--- src/rtl/mvm_pkg.sv ---
// Shared types and arithmetic helpers for the sequential matrix-vector engine.
package mvm_pkg;

    typedef enum logic [1:0] {IDLE, RUN, DONE} state_e;

    localparam int SATW = 64;

    // Wide enough to hold bias plus N full-scale products without overflow.
    function automatic int acc_width(input int dw, input int ow, input int n);
        int prod_w;
        prod_w = 2 * dw + $clog2(n);
        return ((ow > prod_w) ? ow : prod_w) + 1;
    endfunction

    function automatic logic signed [SATW-1:0] sat_clip(
        input  logic signed [SATW-1:0] value,
        input  int                     ow,
        output logic                   clipped
    );
        logic signed [SATW-1:0] hi;
        logic signed [SATW-1:0] lo;
        hi      = (64'sd1 <<< (ow - 1)) - 64'sd1;
        lo      = -hi - 64'sd1;
        clipped = 1'b0;
        if (value > hi) begin
            clipped = 1'b1;
            return hi;
        end
        if (value < lo) begin
            clipped = 1'b1;
            return lo;
        end
        return value;
    endfunction

endpackage

--- src/rtl/mvm_row_lane.sv ---
// One output row: a signed multiplier feeding an exact accumulator.
// acc presents the post-edge value so the top can register results on the final step.
module mvm_row_lane
    import mvm_pkg::*;
#(
    parameter int N  = 4,
    parameter int DW = 8,
    parameter int OW = 16,
    parameter int IW = acc_width(DW, OW, N)
) (
    input  logic                 clk,
    input  logic                 rst_n,
    input  logic                 load,
    input  logic                 step,
    input  logic signed [DW-1:0] w,
    input  logic signed [DW-1:0] x,
    input  logic signed [OW-1:0] bias,
    output logic signed [IW-1:0] acc
);

    logic signed [IW-1:0]   acc_q;
    logic signed [IW-1:0]   acc_d;
    logic signed [2*DW-1:0] prod;

    always_comb begin
        prod  = w * x;
        acc_d = acc_q;
        if (load) begin
            acc_d = IW'(bias);
        end else if (step) begin
            acc_d = acc_q + IW'(prod);
        end
    end

    always_ff @(posedge clk or negedge rst_n) begin
        if (!rst_n) begin
            acc_q <= '0;
        end else begin
            acc_q <= acc_d;
        end
    end

    assign acc = acc_d;

endmodule

--- src/rtl/mvm_seq_engine.sv ---
// Y = sat(W*x + B) with optional ReLU, one column per cycle over M parallel row lanes.
// Result valid N cycles after accept; output held under backpressure, input stalls meanwhile.
module mvm_seq_engine
    import mvm_pkg::*;
#(
    parameter int N  = 4,
    parameter int M  = 4,
    parameter int DW = 8,
    parameter int OW = 16
) (
    input  logic              clk,
    input  logic              rst_n,
    input  logic              in_valid,
    output logic              in_ready,
    input  logic              relu_en,
    input  logic [N*DW-1:0]   x_flat,
    input  logic [M*N*DW-1:0] w_flat,
    input  logic [M*OW-1:0]   b_flat,
    output logic              out_valid,
    input  logic              out_ready,
    output logic [M*OW-1:0]   y_flat,
    output logic [M-1:0]      sat_flags
);

    localparam int            IW       = acc_width(DW, OW, N);
    localparam int            CW       = (N > 1) ? $clog2(N) : 1;
    localparam logic [CW-1:0] LAST_COL = CW'(N - 1);

    state_e              state_q, state_d;
    logic [CW-1:0]       col_q, col_d;
    logic                relu_q, relu_d;
    logic [N*DW-1:0]     x_q, x_d;
    logic [M*N*DW-1:0]   w_q, w_d;
    logic [M*OW-1:0]     y_q, y_d;
    logic [M-1:0]        sat_q, sat_d;
    logic                load, step, accept;

    logic signed [IW-1:0]   acc [M];
    logic signed [DW-1:0]   x_sel;
    logic signed [DW-1:0]   w_sel [M];
    logic [M*OW-1:0]        fmt_y;
    logic [M-1:0]           fmt_sat;
    logic signed [SATW-1:0] fmt_r, fmt_c;
    logic                   fmt_f;

    assign x_sel = x_q[col_q*DW +: DW];

    // Bias goes straight from the input port: it is only consumed on the accept edge.
    for (genvar i = 0; i < M; i++) begin : g_lane
        assign w_sel[i] = w_q[(i*N + col_q)*DW +: DW];

        mvm_row_lane #(
            .N  (N),
            .DW (DW),
            .OW (OW),
            .IW (IW)
        ) u_lane (
            .clk   (clk),
            .rst_n (rst_n),
            .load  (load),
            .step  (step),
            .w     (w_sel[i]),
            .x     (x_sel),
            .bias  (b_flat[i*OW +: OW]),
            .acc   (acc[i])
        );
    end

    // ReLU first, so a ReLU'd row can only clip at the positive bound.
    always_comb begin
        fmt_y   = '0;
        fmt_sat = '0;
        fmt_r   = '0;
        fmt_c   = '0;
        fmt_f   = 1'b0;
        for (int i = 0; i < M; i++) begin
            fmt_r = SATW'(acc[i]);
            if (relu_q && fmt_r < 0) begin
                fmt_r = '0;
            end
            fmt_c              = sat_clip(fmt_r, OW, fmt_f);
            fmt_y[i*OW +: OW]  = fmt_c[OW-1:0];
            fmt_sat[i]         = fmt_f;
        end
    end

    always_comb begin
        state_d  = state_q;
        col_d    = col_q;
        relu_d   = relu_q;
        x_d      = x_q;
        w_d      = w_q;
        y_d      = y_q;
        sat_d    = sat_q;
        in_ready = 1'b0;
        load     = 1'b0;
        step     = 1'b0;
        case (state_q)
            IDLE: in_ready = 1'b1;
            RUN: begin
                step  = 1'b1;
                col_d = col_q + 1'b1;
                if (col_q == LAST_COL) begin
                    col_d   = '0;
                    y_d     = fmt_y;
                    sat_d   = fmt_sat;
                    state_d = DONE;
                end
            end
            DONE: begin
                in_ready = out_ready;
                if (out_ready) begin
                    state_d = IDLE;
                end
            end
            default: state_d = IDLE;
        endcase
        accept = in_valid && in_ready;
        if (accept) begin
            load    = 1'b1;
            x_d     = x_flat;
            w_d     = w_flat;
            relu_d  = relu_en;
            col_d   = '0;
            state_d = RUN;
        end
    end

    always_ff @(posedge clk or negedge rst_n) begin
        if (!rst_n) begin
            state_q <= IDLE;
            col_q   <= '0;
            relu_q  <= 1'b0;
            x_q     <= '0;
            w_q     <= '0;
            y_q     <= '0;
            sat_q   <= '0;
        end else begin
            state_q <= state_d;
            col_q   <= col_d;
            relu_q  <= relu_d;
            x_q     <= x_d;
            w_q     <= w_d;
            y_q     <= y_d;
            sat_q   <= sat_d;
        end
    end

    assign out_valid = (state_q == DONE);
    assign y_flat    = y_q;
    assign sat_flags = sat_q;

endmodule

--- config.mk ---
export PLATFORM = sky130hd
export DESIGN_NAME = mvm_seq_engine
export DESIGN_NICKNAME = d
export VERILOG_FILES = /design/src/rtl/mvm_pkg.sv /design/src/rtl/mvm_row_lane.sv /design/src/rtl/mvm_seq_engine.sv
export SDC_FILE = /design/constraint.sdc
export NUM_CORES = 2
export LEC_CHECK = 0
export ABC_AREA = 0
export CORE_ASPECT_RATIO = 1.1
export CORE_UTILIZATION = 40
export DETAILED_ROUTE_END_ITERATION = 8
export PLACE_DENSITY = 0.71
export SYNTH_ARGS = -nofsm -noshare
export SYNTH_HDL_FRONTEND = slang
export SYNTH_SLANG_ARGS = --single-unit
--- constraint.sdc ---
create_clock -name clk -period 10 [get_ports clk]
set_input_delay 1.5 -clock clk [delete_from_list [all_inputs] [get_ports clk]]
set_output_delay 1.5 -clock clk [all_outputs]
set_load 0.01 [all_outputs]
==> impl_metrics.py <==
metrics = {
    "outcome": {
        "status": "complete, no violations",
    },
    "synthesis": {
        "yosys.cell_count.top_type": "nand2_1",
        "synth_top_area_share_pct": 28.03,
        "netlist_area_um2": 27590,
        "prevailing_post_synth_register_cell": "dfrtp_1",
        "synth_top_cells_by_area": "dfrtp_1 28%, fa_1 24%, nand2_1 10%",
        "synth_seq_area_share_pct": 28.03,
        "synthTopCellsByCount": "750 x nand2_1, 412 x inv_1, 336 x fa_1",
        "synth_compound_area_share_pct": 10.07,
        "ys_warn_count": 0,
        "postSynthRegisterBits": 309,
        "syn_inst": 2998,
        "synth_top_family_by_area": "adder cells",
        "async_flop_share_pct": 100.0,
        "synthesis.area_per_instance_um2": 9.203,
        "fraction_of_synthesized_cell_area_in_xor_and_xnor_cells_pct": 2.131,
        "synthesis.nets": 3740,
        "synth_top_area_cell": "dfrtp_1",
        "post_synth_num_cell_types": 87,
        "synth_enable_flop_cells": 0,
        "post_synth_mux_area_share_pct": 3.474,
        "synth_adder_area_share_pct": 32.41,
        "synth_simple_gate_area_share_pct": 16.19,
    },
    "worst_setup_path": {
        "worstSetupPathType": "reg -> reg",
        "crit_fanout": 42,
        "critPathMaxStageDelay_ns": 1.02,
        "crit_start_category": "register",
        "ff2ff_setup_slack_ns": 1.38,
        "timing.critical_path.required_ns": 10.42,
        "critPathMostFrequentCell": "fa_1",
        "rr_worst_depth": 19,
        "regToRegEndpoint": "y_flat[17]",
        "setup.worst_path.end_class": "register",
        "r2r-start": "col_q[1]",
        "crit_path_top_delay_cell": "nor2_1",
        "crit_chain": "mux4_2 -> inv_1 -> nor2_1 -> inv_1 -> fa_1 -> inv_1 -> fa_1 -> fa_1 -> fa_1 -> fa_1 -> ha_1 -> o21ai_1 -> o21ai_2 -> and4_4 -> o31a_1 -> nor3_2 -> a31oi_4 -> a311oi_4 -> nor2_1",
        "cp.arrival_ns": 9.05,
    },
    "sta": {
        "timing.slew.headroom_pct": 15.01,
        "slew_viol_final": 0,
        "fin_setup_tns_ns": 0,
        "worst_slew_pin_slew_ns": 1.270,
        "post-route-period-util_pct": 86.22,
        "post-route-min-period_ns": 8.622,
        "timing.final.hold_violations": 0,
        "grt_setup_unrepaired": "no",
        "fmax_mhz": 116.0,
        "timing.final.setup_violations": 0,
        "skew_ns": 0.03955,
    },
    "die": {
        "design.portCount": 299,
        "die_height_um": 277.5,
        "row_count": 100,
        "die-width_um": 252.4,
        "floorplan.initialDensity_pct": 40.61,
        "design.core.area_um2": 67940,
        "die-area_um2": 70030,
    },
    "min_path": {
        "holdCritStartpoint": "w_q[50]",
        "worstHoldPathCells": 2,
        "hold_path_class": "reg -> reg",
        "worst_hold_path_endpoint": "w_q[50]",
    },
    "drt": {
        "drt-wirelength-per-cell_um": 18.39,
        "drt-total-wl_mm": 76.75,
        "firstDrtPassIters": 5,
        "dr.first_iter.drc_count": 1535,
        "drc_errors": 0,
        "dr_total_vias": 21390,
        "antenna_left": 0,
        "avgViaCountPerCell": 5.125,
    },
    "cells_and_area": {
        "post_route_cells_drive_above_1_share_pct": 5.682,
        "area_growth_pct": 18.26,
        "num_antenna_cells": 0,
        "nNetsFinal": 3969,
    },
    "clock_tree": {
        "cts_max_level": 2,
        "cts-root-to-sink-buffers": 3,
        "cts_tree": "built",
        "resized_after_cts": 0,
        "numClockSinks": 309,
        "post_cts_buffers": 0,
        "cts_root_buffer": "clkbuf_16",
        "clkLatencyLatePin_ns": 0.59,
        "cts_made_buffers": 37,
        "hold_buffers": 0,
        "path_clk_slew_ns": 0.06,
    },
    "grt": {
        "groute.usage.overall_pct": 22.28,
        "grt_start_max_net_pins": 172,
        "antenna_found_initial": 4,
        "globalRoute.totalOverflow": 0,
        "grt_pass1_vias": 22000,
        "global_route_wire_length_before_repair_mm": 122.3,
    },
    "placed_design": {
        "place_hpwl_mm": 59.49,
        "finalWeightedCongestion": 0.8819,
        "place.port_buffers": 298,
    },
    "job": {
        "timing.max_cap.violations": 0,
    },
}
per-layer routing:
metal | vias up | track usage [%] | wire, um
met5 | - | 0 | 57
met4 | 8 | 7.024 | 2510
met3 | 142 | 3.950 | 4937
met2 | 688 | 35.40 | 35430
met1 | 10570 | 30.81 | 33810
li1 | 9989 | - | -
cell families after synthesis:
logic type               after synthesis
XOR/XNOR                              64
buffers and inverters                540
multiplexers                          73
AND/OR/NAND/NOR                     1091
flip-flops                           309
AO/OA/AOI/OAI                        408
adder cells (fa/ha/maj)              513
state kept, by name, indices dropped and copies added (netlist names):
| name | cells |
|---|---|
| w_q | 128 |
| g_lane.u_lane.acc_q | 76 |
| y_flat | 64 |
| x_q | 32 |
| sat_flags | 4 |
| col_q | 2 |
| state_q | 2 |
| relu_q | 1 |
per-stage QoR:
step           worst slack (ns)  hold slack (ns)  util (%)  cell area (um^2)  std cells
4_1_cts                   1.426           0.4724     48.02             32630       4174
3_3_place_gp              1.598           0.4529     46.17             31370       4106
2_1_floorplan             2.819           0.4401         -             27590       2998
3_5_place_dp              1.414           0.4578     46.17             31370       4106
5_1_grt                  0.8277           0.4832     48.02             32630       4174
6_report                  1.378           0.4722     48.02             32630       4174
area by class of cell:
cell class,count,area [um^2]
clock buffers,48,1007
inverters,413,1550
flip-flops and latches,309,7740
well taps,918,1149
multi-input cells,2149,17780
repair buffers,317,3143
clock inverters,20,254.0
fillers,6364,35310
worst max-delay path by stage:
stage                   from          to  cells after the start
floorplan           col_q[1]  y_flat[21]                     23
global placement    col_q[1]  y_flat[18]                     19
detailed placement  col_q[1]  y_flat[17]                     19
CTS                 col_q[1]  y_flat[17]                     19
global route        col_q[1]  y_flat[18]                     19
finish              col_q[1]  y_flat[17]                     19
critical path, delay by kind of cell (launching register included):
| family | cells | cell delay [ns] |
|---|---|---|
| flip-flops | 1 | 0.85 |
| AND/OR/NAND/NOR | 4 | 1.60 |
| AO/OA/AOI/OAI | 5 | 1.74 |
| multiplexers | 1 | 0.82 |
| adder cells (fa/ha/maj) | 6 | 2.91 |
| buffers and inverters | 3 | 0.51 |
cells in the final DEF (no fill, tap or decap), types with 8 or more instances in the layout:
master,count
nand2_1,749
inv_1,412
fa_1,336
dfrtp_1,307
clkdlybuf4s50_1,297
nor2_1,205
ha_1,177
a21oi_1,75
o21ai_0,57
xnor2_1,48
a31oi_1,38
clkbuf_16,37
o21ai_1,35
mux2i_1,30
o21a_1,29
and2_1,27
mux2_2,26
o22ai_1,22
o211ai_1,19
buf_4,18
a21o_1,16
nor3_1,16
mux4_2,15
nor2b_1,15
a221o_1,15
a22oi_1,14
nand3_1,14
xor2_1,14
o21bai_1,12
nor2_2,11
a211o_1,10
o21ai_2,9
and3_1,9
nand2b_1,8
clkinv_2,8
Power is not shown: default switching activity piles up to over one toggle a cycle in this logic, so the estimate is an artifact.
